$ cat src/rtl/axi_node_pkg.sv
// Shared definitions for the AXI node B-channel ordering logic.
// Holds the slave-select width, the "no slave" select value and the controller states.
package axi_node_pkg;

   localparam int AXI_SEL_W = 3;

   // A select outside the slave range hits the crossbar default route, so nothing is routed.
   localparam logic [AXI_SEL_W-1:0] B_SEL_NONE = '1;

   typedef enum logic [1:0] {
      ST_IDLE   = 2'd0,
      ST_ACTIVE = 2'd1,
      ST_DRAIN  = 2'd2
   } b_state_t;

endpackage

$ cat src/rtl/b_order_fifo.sv
// In-order FIFO of target-slave indices for outstanding AW transactions.
// Pointers carry one extra wrap bit so that full and empty can be told apart.
module b_order_fifo #(
   parameter  int SEL_W = 3,
   parameter  int DEPTH = 8,
   localparam int AW    = $clog2(DEPTH)
) (
   input  logic             clk,
   input  logic             reset,
   input  logic             push,
   input  logic [SEL_W-1:0] din,
   input  logic             pop,
   output logic [SEL_W-1:0] head,
   output logic             full,
   output logic             empty,
   output logic [AW:0]      count
);

   logic [SEL_W-1:0] mem [DEPTH];
   logic [AW:0]      wr_ptr;
   logic [AW:0]      rd_ptr;

   assign empty = (wr_ptr == rd_ptr);
   assign full  = (wr_ptr[AW] != rd_ptr[AW]) && (wr_ptr[AW-1:0] == rd_ptr[AW-1:0]);
   assign count = wr_ptr - rd_ptr;
   assign head  = mem[rd_ptr[AW-1:0]];

   always_ff @(posedge clk) begin
      if (reset) begin
         wr_ptr <= '0;
         rd_ptr <= '0;
      end else begin
         if (push && !full) begin
            wr_ptr <= wr_ptr + 1'b1;
         end
         if (pop && !empty) begin
            rd_ptr <= rd_ptr + 1'b1;
         end
      end
   end

   always_ff @(posedge clk) begin
      if (push && !full) begin
         mem[wr_ptr[AW-1:0]] <= din;
      end
   end

endmodule

$ cat src/rtl/b_order_ctrl.sv
// Write-response ordering controller: routes B responses back to the master in AW issue
// order, one at a time, with a hold gap after each completion and an outstanding-write limit.
module b_order_ctrl
   import axi_node_pkg::*;
#(
   parameter  int NUM_SLV  = 5,
   parameter  int SEL_W    = AXI_SEL_W,
   parameter  int DEPTH    = 8,
   parameter  int HOLD_CYC = 2,
   parameter  int TO_W     = 10,
   localparam int CW       = $clog2(DEPTH) + 1
) (
   input  logic             clk,
   input  logic             reset,
   input  logic             aw_fire,
   input  logic [SEL_W-1:0] aw_slv_sel,
   input  logic             m_BVALID,
   input  logic             m_BREADY,
   output logic [SEL_W-1:0] B_SLV_sel,
   output logic             B_hold,
   output logic             aw_stall,
   output logic [CW-1:0]    outstanding,
   output logic             ovf_err,
   output logic             b_timeout
);

   localparam int              HW      = $clog2(HOLD_CYC) + 1;
   localparam logic [SEL_W:0]  SLV_LIM = (SEL_W + 1)'(NUM_SLV);

   b_state_t         state;
   logic [TO_W-1:0]  to_cnt;
   logic [HW-1:0]    hold_cnt;
   logic [SEL_W-1:0] sel_r;
   logic             hold_r;
   logic             ovf_r;
   logic             to_r;

   logic             sel_ok;
   logic             push;
   logic             b_done;
   logic             full;
   logic             empty;
   logic [SEL_W-1:0] head;
   logic [CW-1:0]    count;

   // Full is taken before any same-cycle pop, so a push while full is always rejected.
   assign sel_ok = ({1'b0, aw_slv_sel} < SLV_LIM);
   assign push   = aw_fire && !full && sel_ok;
   assign b_done = m_BVALID && m_BREADY && (state == ST_ACTIVE);

   b_order_fifo #(
      .SEL_W (SEL_W),
      .DEPTH (DEPTH)
   ) u_fifo (
      .clk   (clk),
      .reset (reset),
      .push  (push),
      .din   (aw_slv_sel),
      .pop   (b_done),
      .head  (head),
      .full  (full),
      .empty (empty),
      .count (count)
   );

   always_ff @(posedge clk) begin
      if (reset) begin
         state    <= ST_IDLE;
         sel_r    <= B_SEL_NONE;
         hold_r   <= 1'b1;
         to_cnt   <= '0;
         hold_cnt <= '0;
         ovf_r    <= 1'b0;
         to_r     <= 1'b0;
      end else begin
         ovf_r <= aw_fire && (full || !sel_ok);
         to_r  <= 1'b0;
         case (state)
            ST_IDLE: begin
               if (push) begin
                  state  <= ST_ACTIVE;
                  sel_r  <= aw_slv_sel;
                  hold_r <= 1'b0;
                  to_cnt <= '0;
               end
            end
            ST_ACTIVE: begin
               if (b_done) begin
                  state    <= ST_DRAIN;
                  hold_r   <= 1'b1;
                  hold_cnt <= HW'(HOLD_CYC - 1);
                  to_cnt   <= '0;
               end else if (to_cnt == '1) begin
                  to_r   <= 1'b1;
                  to_cnt <= '0;
               end else begin
                  to_cnt <= to_cnt + 1'b1;
               end
            end
            ST_DRAIN: begin
               if (hold_cnt != '0) begin
                  hold_cnt <= hold_cnt - 1'b1;
               end else if (!empty) begin
                  state  <= ST_ACTIVE;
                  sel_r  <= head;
                  hold_r <= 1'b0;
               end else if (push) begin
                  // The FIFO is still empty this cycle, so bypass the entry being written.
                  state  <= ST_ACTIVE;
                  sel_r  <= aw_slv_sel;
                  hold_r <= 1'b0;
               end else begin
                  state <= ST_IDLE;
                  sel_r <= B_SEL_NONE;
               end
            end
            default: begin
               state <= ST_IDLE;
            end
         endcase
      end
   end

   assign B_SLV_sel   = sel_r;
   assign B_hold      = hold_r;
   assign aw_stall    = full;
   assign outstanding = count;
   assign ovf_err     = ovf_r;
   assign b_timeout   = to_r;

endmodule

$ cat config.mk
export PLATFORM = sky130hd
export DESIGN_NAME = b_order_ctrl
export DESIGN_NICKNAME = d
export VERILOG_FILES = /design/src/rtl/axi_node_pkg.sv /design/src/rtl/b_order_fifo.sv /design/src/rtl/b_order_ctrl.sv
export SDC_FILE = /design/constraint.sdc
export NUM_CORES = 1
export LEC_CHECK = 0
export CORE_MARGIN = 2
export CORE_UTILIZATION = 56
export CTS_CLUSTER_SIZE = 25
export DETAILED_ROUTE_END_ITERATION = 10
export PLACE_DENSITY = 0.76
export RECOVER_POWER = 25
export SLEW_MARGIN = 20
export SYNTH_ARGS = -nofsm -noshare
export SYNTH_HDL_FRONTEND = slang
export SYNTH_SLANG_ARGS = --single-unit
$ cat constraint.sdc
create_clock -name clk -period 2.9 [get_ports clk]
set_clock_uncertainty 0.2 [all_clocks]
set_input_delay 0.58 -clock clk [delete_from_list [all_inputs] [get_ports clk]]
set_output_delay 0.58 -clock clk [all_outputs]
set_load 0.02 [all_outputs]
# Word level (Yosys, flattened, before mapping)
# Memory sizes are Yosys's and may differ from the RTL's. A register that Yosys moved wholly into a read port is not among the register bits.
# Cells that the tools add are included.
[op_classes]
addsub = 5
order_cmp = 1
n_eq_ne = 10
muxes = 28
n_bitwise = 1
reduce_logical = 24
[ops]
columns = ["op", "count"]
rows = [
  ["10-bit 2-to-1 mux", 3],
  ["10-bit one-hot mux with 2 select lines", 1],
  ["3-bit 2-to-1 mux", 6],
  ["3-bit AND reduction", 4],
  ["10-bit by 1-bit adder with 10-bit output (second input constant)", 1],
  ["10-bit equality test (second input constant)", 1],
  ["2-bit 2-to-1 mux", 5],
  ["1-bit 2-to-1 mux", 9],
  ["4-bit by 1-bit adder with 4-bit output (second input constant)", 2],
  ["1-bit logical AND", 8],
  ["2-bit nonzero test", 4],
  ["2-bit one-hot mux with 3 select lines", 1],
  ["3-bit one-hot mux with 2 select lines", 1],
  ["4-bit equality test", 1],
  ["2-bit by 1-bit inequality test with 1-bit output (second input constant)", 2],
  ["2-bit inequality test (second input constant)", 2],
  ["2-bit one-hot mux with 2 select lines", 1],
  ["4-bit subtractor", 1],
  ["3-bit equality test", 1],
  ["1-bit zero test", 3],
  ["3-bit < comparator (second input constant)", 1],
  ["1-bit one-hot mux with 3 select lines", 1],
  ["3-bit nonzero test", 1],
  ["3-bit OR reduction", 1],
  ["8 further kinds", 8],
]
[word_totals]
regBits = 28
ramBits = 24
in_bits = 8
output_inout_bits = 11
elab_cells = 79
mem_count = 1
[mem_list]
columns = ["name", "depth", "width", "rd", "rd_ports_with_merged_regs", "wr", "line_no", "text"]
rows = [
  ["u_fifo.mem", 8, 3, 1, 1, 1, "b_order_fifo.sv:19", "logic [SEL_W-1:0] mem [DEPTH];"],
]

# Depth between registers and ports, before layout
# Gate-level depths: netlist of the first run.
[depth]
ltp_word = 9
depth_mapped = 8

# Modules after synthesis
# Synthesis of the first run repeated with hierarchy kept, for this count alone.
[unflattened]
cells_unflattened = 246
area_unflattened_um2 = 2803.9
[modules_own_cells]
columns = ["mod", "instances", "cells_each", "area_each_um2", "seq_area_each_um2"]
rows = [
  ["b_order_fifo", 1, 107, 1547.7, 940.9],
  ["b_order_ctrl", 1, 139, 1256.2, 400.4],
]

# Worst setup path before layout of the first run
# OpenSTA, ideal clock, no wires.
[synth_path]
path_type = "register to output"
from = "register u_fifo.wr_ptr[0]"
to = "output outstanding[2]"
arrival_ns = 1.520
required_ns = 2.120
setup_slack_ns = 0.600
stages_incl_launch_ff = 5
cell_sequence = "dfxtp_1 inv_1 ha_1 fa_1 xnor2_1"
[synth_via]
elab_chain_cells = 1
[synth_lines]
columns = ["element", "line_no", "text"]
rows = [
  ["start: declaration", "b_order_fifo.sv:20", "logic [AW:0] wr_ptr;"],
  ["start signal: assignment", "b_order_fifo.sv:34", "wr_ptr <= wr_ptr + 1'b1;"],
  ["4-bit subtractor", "b_order_fifo.sv:25", "assign count = wr_ptr - rd_ptr;"],
  ["end: declaration", "b_order_ctrl.sv:22", "output logic [CW-1:0] outstanding,"],
]
# Every way passes these cells.

# Worst setup path in the final report of the first run
[layout_path]
from = "register u_fifo.wr_ptr[0]"
to = "output outstanding[1]"
# Same word-level chain as after synthesis.

==> impl_metrics.xml, run 1 <==
<?xml version="1.0" encoding="UTF-8"?>
<metrics>
  <group name="run_status">
    <metric name="status" unit="">complete, no violations</metric>
  </group>
  <group name="synth">
    <metric name="synth.avg_cell_area" unit="sq um">11.0</metric>
    <metric name="netlist_area" unit="sq um">2780</metric>
    <metric name="leading_area_contributor_after_synthesis" unit="">sky130_fd_sc_hd__edfxtp_1</metric>
    <metric name="synth.yosys.seq_area_share" unit="%">48.2</metric>
    <metric name="total_nets_after_synthesis" unit="">273</metric>
    <metric name="synth_flop_type" unit="">sky130_fd_sc_hd__dfxtp_1</metric>
    <metric name="synthArstFlopShare" unit="%">0</metric>
    <metric name="yosys-top-cells-area" unit="">sky130_fd_sc_hd__edfxtp_1, sky130_fd_sc_hd__dfxtp_1, sky130_fd_sc_hd__ha_1, sky130_fd_sc_hd__mux4_2, sky130_fd_sc_hd__inv_1</metric>
    <metric name="synth.cells.most_frequent" unit="">sky130_fd_sc_hd__dfxtp_1, sky130_fd_sc_hd__edfxtp_1, sky130_fd_sc_hd__inv_1</metric>
    <metric name="synthesis.yosys.warnings" unit="">0</metric>
    <metric name="yosysMostFrequentCell" unit="">sky130_fd_sc_hd__dfxtp_1</metric>
    <metric name="synth_enable_flop_cells" unit="">24</metric>
    <metric name="yosysTopAreaCellShare" unit="%">25.9</metric>
    <metric name="synth_cell_types" unit="">57</metric>
    <metric name="postSynthRegisterBits" unit="">55</metric>
    <metric name="post_synth_inst_count" unit="">253</metric>
  </group>
  <group name="sta">
    <metric name="timing_worst_slew_pin_value" unit="ns">0.464</metric>
    <metric name="unrepaired_setup_endpoints_after_global_routing" unit="">no</metric>
    <metric name="period_share" unit="%">94.5</metric>
    <metric name="fin_tns_setup" unit="ns">0</metric>
    <metric name="finalHoldViolCount" unit="">0</metric>
    <metric name="worst_slew_margin_rel" unit="%">68.8</metric>
    <metric name="drv_slew" unit="">0</metric>
    <metric name="final-setup-viol-count" unit="">0</metric>
    <metric name="hold_slack" unit="ns">0.312</metric>
    <metric name="worst_slack" unit="ns">0.161</metric>
    <metric name="fmaxAchievable" unit="GHz">0.365</metric>
    <metric name="min_period" unit="ns">2.74</metric>
  </group>
  <group name="die">
    <metric name="io-pin-count" unit="">19</metric>
    <metric name="floorplan.initialDensity" unit="%">58.5</metric>
    <metric name="total_core_area" unit="sq um">4750</metric>
    <metric name="placement_rows" unit="">25</metric>
    <metric name="chipWidth" unit="um">74.5</metric>
    <metric name="floorplan.die.height" unit="um">74.5</metric>
    <metric name="floorplan.die_area" unit="sq um">5550</metric>
  </group>
  <group name="drt">
    <metric name="post_drt_via_cell_ratio" unit="">5.86</metric>
    <metric name="drt_wl_total" unit="mm">5.59</metric>
    <metric name="highest-signal-layer" unit="">met4</metric>
    <metric name="average_wire_length_per_cell_after_detail_routing" unit="um">16.1</metric>
    <metric name="drt_iter0_drc" unit="">143</metric>
    <metric name="ant_nets" unit="">0</metric>
    <metric name="length_of_routed_met2_wiring" unit="mm">2.66</metric>
    <metric name="dr.pass1.iters" unit="">5</metric>
    <metric name="met3WireLength" unit="um">225</metric>
    <metric name="num_vias" unit="">2041</metric>
    <metric name="wirelength_met1" unit="mm">2.69</metric>
    <metric name="drc" unit="">0</metric>
  </group>
  <group name="clock_tree">
    <metric name="cts_num_sinks" unit="">55</metric>
    <metric name="post-cts-setup-buffers" unit="">0</metric>
    <metric name="cts_inserted_buffers" unit="">5</metric>
    <metric name="clock_insertion_delay_worst_skew" unit="ns">0.31</metric>
    <metric name="ctsLongestPathBuffers" unit="">2</metric>
    <metric name="path_clk_slew" unit="ns">0.10</metric>
    <metric name="post_cts_hold_fix_bufs" unit="">0</metric>
    <metric name="h_tree_depth" unit="">2</metric>
    <metric name="tritoncts" unit="">yes</metric>
    <metric name="root_buffer_cell" unit="">sky130_fd_sc_hd__clkbuf_8</metric>
  </group>
  <group name="placement">
    <metric name="placed_cells" unit="">340</metric>
    <metric name="dpl.hpwl" unit="mm">4.21</metric>
    <metric name="place_area" unit="sq um">3080</metric>
    <metric name="dpl_worst_slack" unit="ns">0.185</metric>
    <metric name="place.gp.congestion" unit="">0.842</metric>
    <metric name="io_buffer_count" unit="">18</metric>
  </group>
  <group name="setup_path">
    <metric name="critical_path_buf_inv_count" unit="">3</metric>
    <metric name="required" unit="ns">2.12</metric>
    <metric name="dominant_delay_contributor_by_cell_family_on_the_critical_path" unit="">adder cells</metric>
    <metric name="timing.critical_path.from_type" unit="">register</metric>
    <metric name="r2r-end" unit="">to_cnt[8]</metric>
    <metric name="critical_path_start" unit="">u_fifo.wr_ptr[0]</metric>
    <metric name="crit_end" unit="">outstanding[1]</metric>
    <metric name="setup.worst_path.end_class" unit="">primary output</metric>
    <metric name="r2r_cells" unit="">6</metric>
    <metric name="worstSetupPathType" unit="">reg2out</metric>
    <metric name="worstPathMaxFanout" unit="">6</metric>
    <metric name="crit_arrival" unit="ns">1.96</metric>
    <metric name="worst_path_cell_trace" unit="">inv_1 &gt; ha_1 &gt; fa_1 &gt; inv_1 &gt; dlygate4sd2_1</metric>
    <metric name="worst-path-stages" unit="">5</metric>
    <metric name="timing.reg2reg.setup_slack" unit="ns">0.57</metric>
    <metric name="crit_slowest_cell" unit="">sky130_fd_sc_hd__fa_1</metric>
    <metric name="r2r-start" unit="">u_fifo.wr_ptr[0]</metric>
    <metric name="critPathMaxStageDelay" unit="ns">0.54</metric>
    <metric name="critical_path.most_common_cell" unit="">sky130_fd_sc_hd__inv_1</metric>
  </group>
  <group name="layout">
    <metric name="nets" unit="">300</metric>
    <metric name="finalNonFillerCells" unit="">348</metric>
    <metric name="layout-area-overhead-vs-synth" unit="%">13.5</metric>
    <metric name="insertedDiodeCount" unit="">0</metric>
    <metric name="design_area" unit="sq um">3160</metric>
    <metric name="drive_above_1_share" unit="%">13.2</metric>
  </group>
  <group name="grt">
    <metric name="grt_start_max_net_pins" unit="">19</metric>
    <metric name="grt_first_pass_wirelength" unit="mm">9.12</metric>
    <metric name="grt_antenna_before_repair" unit="">0</metric>
    <metric name="first_global_vias" unit="">1859</metric>
    <metric name="total_grt_usage" unit="%">22.0</metric>
    <metric name="grt-ovfl-total" unit="">0</metric>
  </group>
  <group name="power">
    <metric name="power_density" unit="nW/um^2">510</metric>
    <metric name="irDropWorstVdd" unit="mV">0.394</metric>
    <metric name="pleak" unit="nW">1.13</metric>
  </group>
  <group name="worst_hold_path">
    <metric name="hold_path.class" unit="">reg2reg</metric>
  </group>
  <group name="job">
    <metric name="timing.max_cap.violations" unit="">0</metric>
  </group>
</metrics>
logic make-up (layout without fill, tap and decap cells):
group                      count (synthesis)  in the layout  share of synthesized area [%]
adders and majority gates                 12             12                           5.67
AOI/OAI and AO/OA                         59             59                           17.5
buffers and inverters                     34             62                           5.35
DFF                                       55             55                           48.2
muxes                                     13             13                           7.42
and+or+nand+nor                           71             71                           13.0
xor gates and xnor gates                   9              9                           2.83
routing by layer:
metal / vias up / GRT usage (%)
li1: 1017 / -
met1: 983 / 31.9
met2: 39 / 34.1
met3: 2 / 4.61
met4: 0 / 5.56
met5: - / 0
sequential cells by signal, indices dropped and copies added, names as in the netlist, named ones only:
name           count
B_SLV_sel          3
ovf_err            1
hold_cnt           2
u_fifo.mem        24
to_cnt            10
u_fifo.rd_ptr      4
state              2
B_hold             1
u_fifo.wr_ptr      4
b_timeout          1
tightest hold or removal path: cells and delay by family, from the launching register on:
family           cells  cell delay, ns
muxes                1            0.06
and+or+nand+nor      1            0.07
DFF                  1            0.35
repair_timing:
action / CTS / global route
setup endpoints to repair: 3 / 2
pin swaps: 0 / 0
resized for setup: 3 / 3
cells in the final DEF (no fill, tap or decap), types with 4 or more instances in the layout:
| cell type | count |
|---|---|
| sky130_fd_sc_hd__inv_1 | 23 |
| sky130_fd_sc_hd__mux4_2 | 6 |
| sky130_fd_sc_hd__clkbuf_8 | 5 |
| sky130_fd_sc_hd__a21oi_1 | 7 |
| sky130_fd_sc_hd__mux2i_1 | 6 |
| sky130_fd_sc_hd__edfxtp_1 | 24 |
| sky130_fd_sc_hd__o32ai_1 | 8 |
| sky130_fd_sc_hd__a22oi_1 | 7 |
| sky130_fd_sc_hd__nor2_1 | 18 |
| sky130_fd_sc_hd__dfxtp_1 | 31 |
| sky130_fd_sc_hd__nand2_1 | 12 |
| sky130_fd_sc_hd__nand4_1 | 5 |
| sky130_fd_sc_hd__xnor2_1 | 7 |
| sky130_fd_sc_hd__ha_1 | 11 |
| sky130_fd_sc_hd__nor3_1 | 6 |
| sky130_fd_sc_hd__buf_4 | 11 |
| sky130_fd_sc_hd__and3_1 | 4 |
| sky130_fd_sc_hd__a211oi_1 | 4 |
| sky130_fd_sc_hd__nand3_1 | 13 |
| sky130_fd_sc_hd__clkdlybuf4s50_1 | 11 |
| sky130_fd_sc_hd__o31ai_1 | 4 |
per-stage QoR:
stage               total power, mW  util (%)
floorplan                      1.10         -
global placement               1.20      64.8
detailed placement             1.20      64.8
CTS                            1.63      66.6
global route                   1.69      66.4
finish                         1.61      66.4
power by group:
group / leakage (nW) / total (mW) / switching, mW / internal [mW]
combinational: 0.617 / 0.332 / 0.190 / 0.143
sequential: 0.469 / 0.855 / 0.0194 / 0.835
clock: 0.0458 / 0.424 / 0.248 / 0.176
final cells by class:
cell class | instances | area (sq um)
Fill cell | 389 | 1600
Sequential cell | 55 | 1340
Multi-Input combinational cell | 164 | 1290
Timing Repair Buffer | 31 | 265
Inverter | 23 | 86.3
Tap cell | 67 | 83.8
Clock buffer | 6 | 72.6
Clock inverter | 2 | 17.5
worst min path at each step:
stage / endpoint / from / slack, ns / cells after the start
after detailed placement: to_cnt[1] / to_cnt[1] / 0.30 / 2
after CTS: to_cnt[1] / to_cnt[1] / 0.31 / 2
final: state[1] / state[1] / 0.31 / 2
after global placement: state[1] / state[1] / 0.28 / 2
after floorplan: b_timeout / to_cnt[9] / 0.27 / 2
after global routing: state[0] / state[0] / 0.34 / 2
No activity file was read; power rests on OpenSTA's default activity.
==> inputs of run 2 (changes only) <==
- ABC_CLOCK_PERIOD_IN_PS: not set -> 2900
- CORE_MARGIN: 2 -> not set
- HOLD_SLACK_MARGIN: not set -> 0.05
==> run 2 against run 1 <==
  * Global-route usage grew 1.0 points
  * Sequential share of layout area decreased by 0.30 points
  * Largest cell class unchanged
  * Via count increased by 0.64%
  * Highest routed layer unchanged
==> impl_metrics.xml, run 2 (synthesis results as in run 1) <==
<?xml version="1.0" encoding="UTF-8"?>
<metrics>
  <group name="sta">
    <metric name="fin_tns_setup" unit="ns">0</metric>
    <metric name="hold_slack" unit="ns">0.307</metric>
    <metric name="unrepaired_setup_endpoints_after_global_routing" unit="">no</metric>
    <metric name="period_share" unit="%">95.7</metric>
    <metric name="min_period" unit="ns">2.78</metric>
    <metric name="final-setup-viol-count" unit="">0</metric>
    <metric name="drv_slew" unit="">0</metric>
    <metric name="finalHoldViolCount" unit="">0</metric>
    <metric name="worst_slew_margin_rel" unit="%">64.0</metric>
    <metric name="worst_slack" unit="ns">0.124</metric>
    <metric name="fmaxAchievable" unit="GHz">0.360</metric>
    <metric name="timing_worst_slew_pin_value" unit="ns">0.535</metric>
  </group>
  <group name="die">
    <metric name="total_core_area" unit="sq um">4750</metric>
    <metric name="placement_rows" unit="">25</metric>
    <metric name="floorplan.initialDensity" unit="%">58.5</metric>
    <metric name="floorplan.die.height" unit="um">72.5</metric>
    <metric name="chipWidth" unit="um">72.5</metric>
    <metric name="io-pin-count" unit="">19</metric>
    <metric name="floorplan.die_area" unit="sq um">5250</metric>
  </group>
  <group name="placement">
    <metric name="dpl_worst_slack" unit="ns">0.172</metric>
    <metric name="placed_cells" unit="">340</metric>
    <metric name="place_area" unit="sq um">3080</metric>
    <metric name="dpl.hpwl" unit="mm">4.10</metric>
    <metric name="io_buffer_count" unit="">18</metric>
    <metric name="place.gp.congestion" unit="">0.824</metric>
  </group>
  <group name="setup_path">
    <metric name="critPathMaxStageDelay" unit="ns">0.44</metric>
    <metric name="critical_path_start" unit="">u_fifo.wr_ptr[0]</metric>
    <metric name="worst-path-stages" unit="">5</metric>
    <metric name="setup.worst_path.end_class" unit="">primary output</metric>
    <metric name="critical_path_buf_inv_count" unit="">2</metric>
    <metric name="timing.critical_path.from_type" unit="">register</metric>
    <metric name="worst_path_cell_trace" unit="">inv_1 &gt; ha_1 &gt; fa_1 &gt; xnor2_1 &gt; clkdlybuf4s15_1</metric>
    <metric name="r2r_cells" unit="">6</metric>
    <metric name="r2r-end" unit="">to_cnt[8]</metric>
    <metric name="timing.reg2reg.setup_slack" unit="ns">0.60</metric>
    <metric name="required" unit="ns">2.12</metric>
    <metric name="worstSetupPathType" unit="">reg2out</metric>
    <metric name="dominant_delay_contributor_by_cell_family_on_the_critical_path" unit="">adder cells</metric>
    <metric name="worstPathMaxFanout" unit="">6</metric>
    <metric name="r2r-start" unit="">u_fifo.wr_ptr[0]</metric>
    <metric name="crit_arrival" unit="ns">2.00</metric>
    <metric name="crit_slowest_cell" unit="">sky130_fd_sc_hd__fa_1</metric>
  </group>
  <group name="clock_tree">
    <metric name="cts_inserted_buffers" unit="">5</metric>
    <metric name="root_buffer_cell" unit="">sky130_fd_sc_hd__clkbuf_8</metric>
    <metric name="clock_insertion_delay_worst_skew" unit="ns">0.31</metric>
    <metric name="tritoncts" unit="">yes</metric>
    <metric name="ctsLongestPathBuffers" unit="">2</metric>
    <metric name="cts_num_sinks" unit="">55</metric>
    <metric name="post-cts-setup-buffers" unit="">0</metric>
    <metric name="h_tree_depth" unit="">2</metric>
    <metric name="path_clk_slew" unit="ns">0.10</metric>
  </group>
  <group name="layout">
    <metric name="largest_register_ff_count" unit="">24</metric>
    <metric name="postLayoutCoreUtil" unit="%">66.9</metric>
    <metric name="layout-area-overhead-vs-synth" unit="%">14.3</metric>
    <metric name="finalNonFillerCells" unit="">348</metric>
    <metric name="mostFrequentLayoutCells" unit="">sky130_fd_sc_hd__dfxtp_1, sky130_fd_sc_hd__edfxtp_1, sky130_fd_sc_hd__inv_1</metric>
    <metric name="nets" unit="">300</metric>
    <metric name="insertedDiodeCount" unit="">0</metric>
    <metric name="multi_input_comb_area" unit="sq um">1290</metric>
    <metric name="drive_above_1_share" unit="%">12.5</metric>
    <metric name="design_area" unit="sq um">3180</metric>
    <metric name="mostFrequentLayoutCell" unit="">sky130_fd_sc_hd__dfxtp_1</metric>
    <metric name="nFillCells" unit="">400</metric>
    <metric name="register_area" unit="sq um">1340</metric>
  </group>
  <group name="power">
    <metric name="design_power_total" unit="mW">1.69</metric>
    <metric name="power_density" unit="nW/um^2">533</metric>
    <metric name="pleak" unit="nW">1.14</metric>
    <metric name="irDropWorstVdd" unit="mV">0.284</metric>
  </group>
  <group name="drt">
    <metric name="drt_iter0_drc" unit="">174</metric>
    <metric name="num_vias" unit="">2054</metric>
    <metric name="drc" unit="">0</metric>
    <metric name="drt_wl_total" unit="mm">5.51</metric>
    <metric name="dr.pass1.iters" unit="">4</metric>
    <metric name="average_wire_length_per_cell_after_detail_routing" unit="um">15.8</metric>
    <metric name="ant_nets" unit="">0</metric>
    <metric name="post_drt_via_cell_ratio" unit="">5.90</metric>
  </group>
  <group name="worst_hold_path">
    <metric name="hold_path.class" unit="">reg2reg</metric>
    <metric name="worst_hold_path.endpoint" unit="">state[1]</metric>
    <metric name="hold_path_startpoint" unit="">state[1]</metric>
    <metric name="min_path_cells" unit="">2</metric>
  </group>
  <group name="grt">
    <metric name="grt_start_max_net_pins" unit="">18</metric>
    <metric name="gr-usage-met2" unit="%">33.7</metric>
    <metric name="grt_antenna_before_repair" unit="">0</metric>
    <metric name="grt_first_pass_wirelength" unit="mm">9.07</metric>
    <metric name="first_global_vias" unit="">1898</metric>
    <metric name="grt-ovfl-total" unit="">0</metric>
    <metric name="total_grt_usage" unit="%">23.1</metric>
    <metric name="grt_use_met1" unit="%">33.6</metric>
    <metric name="met3_track_usage_gr" unit="%">4.58</metric>
    <metric name="grt-busiest-layer" unit="">met2</metric>
  </group>
  <group name="job">
    <metric name="timing.max_cap.violations" unit="">0</metric>
  </group>
  <group name="run_status">
    <metric name="status" unit="">complete, no violations</metric>
  </group>
</metrics>
## run 2: cell types whose count changed in the layout (fill, tap and decap cells not counted)
cell	delta
sky130_fd_sc_hd__buf_4	-1
sky130_fd_sc_hd__bufinv_16	+1
sky130_fd_sc_hd__clkbuf_1	+1
sky130_fd_sc_hd__clkbuf_2	-1
sky130_fd_sc_hd__clkdlybuf4s15_1	+1
sky130_fd_sc_hd__clkinv_4	-1
## run 2: power breakdown
group / total, mW / switching, mW / internal (mW)
Sequential: 0.854 / 0.0192 / 0.835
Clock: 0.510 / 0.249 / 0.261
Combinational: 0.330 / 0.188 / 0.141
Total: 1.69 / 0.456 / 1.24
## run 2: worst reg2reg max path, stage by stage, from the launching register on
cell	delay [ns]
sky130_fd_sc_hd__dfxtp_1	0.42
sky130_fd_sc_hd__inv_1	0.11
sky130_fd_sc_hd__ha_1	0.32
sky130_fd_sc_hd__and3_4	0.19
sky130_fd_sc_hd__a211o_2	0.45
sky130_fd_sc_hd__a2111o_1	0.40
sky130_fd_sc_hd__o22ai_1	0.14
## run 2: cell type report
type	count	area share, %
Sequential cell	55	42.2
Multi-Input combinational cell	164	40.6
Timing Repair Buffer	31	8.38
Inverter	23	2.71
Tap cell	67	2.64
Clock buffer	6	2.28
Clock inverter	2	1.22
## run 2: metal layers
layer  vias to the layer above  share of wire [%]
met5                         -                  0
met4                         0                1.7
met3                         9                3.5
met2                        45                 44
met1                       986                 51
li1                       1014                  -
## run 2: worst max path at each step
stage | slack, ns | end
after floorplan | 0.60 | outstanding[2]
after global placement | 0.20 | outstanding[2]
after detailed placement | 0.17 | outstanding[2]
after CTS | 0.09 | aw_stall
after global routing | 0.01 | outstanding[2]
final | 0.12 | outstanding[2]
## run 2: what timing repair did
| action | 4_1_cts | 5_1_grt |
|---|---|---|
| endpoints found under the hold margin | 0 | 0 |
| resized for setup | 3 | 2 |
| endpoints found under the setup margin | 3 | 2 |
| hold buffers | 0 | 0 |
| cloned | 0 | 0 |
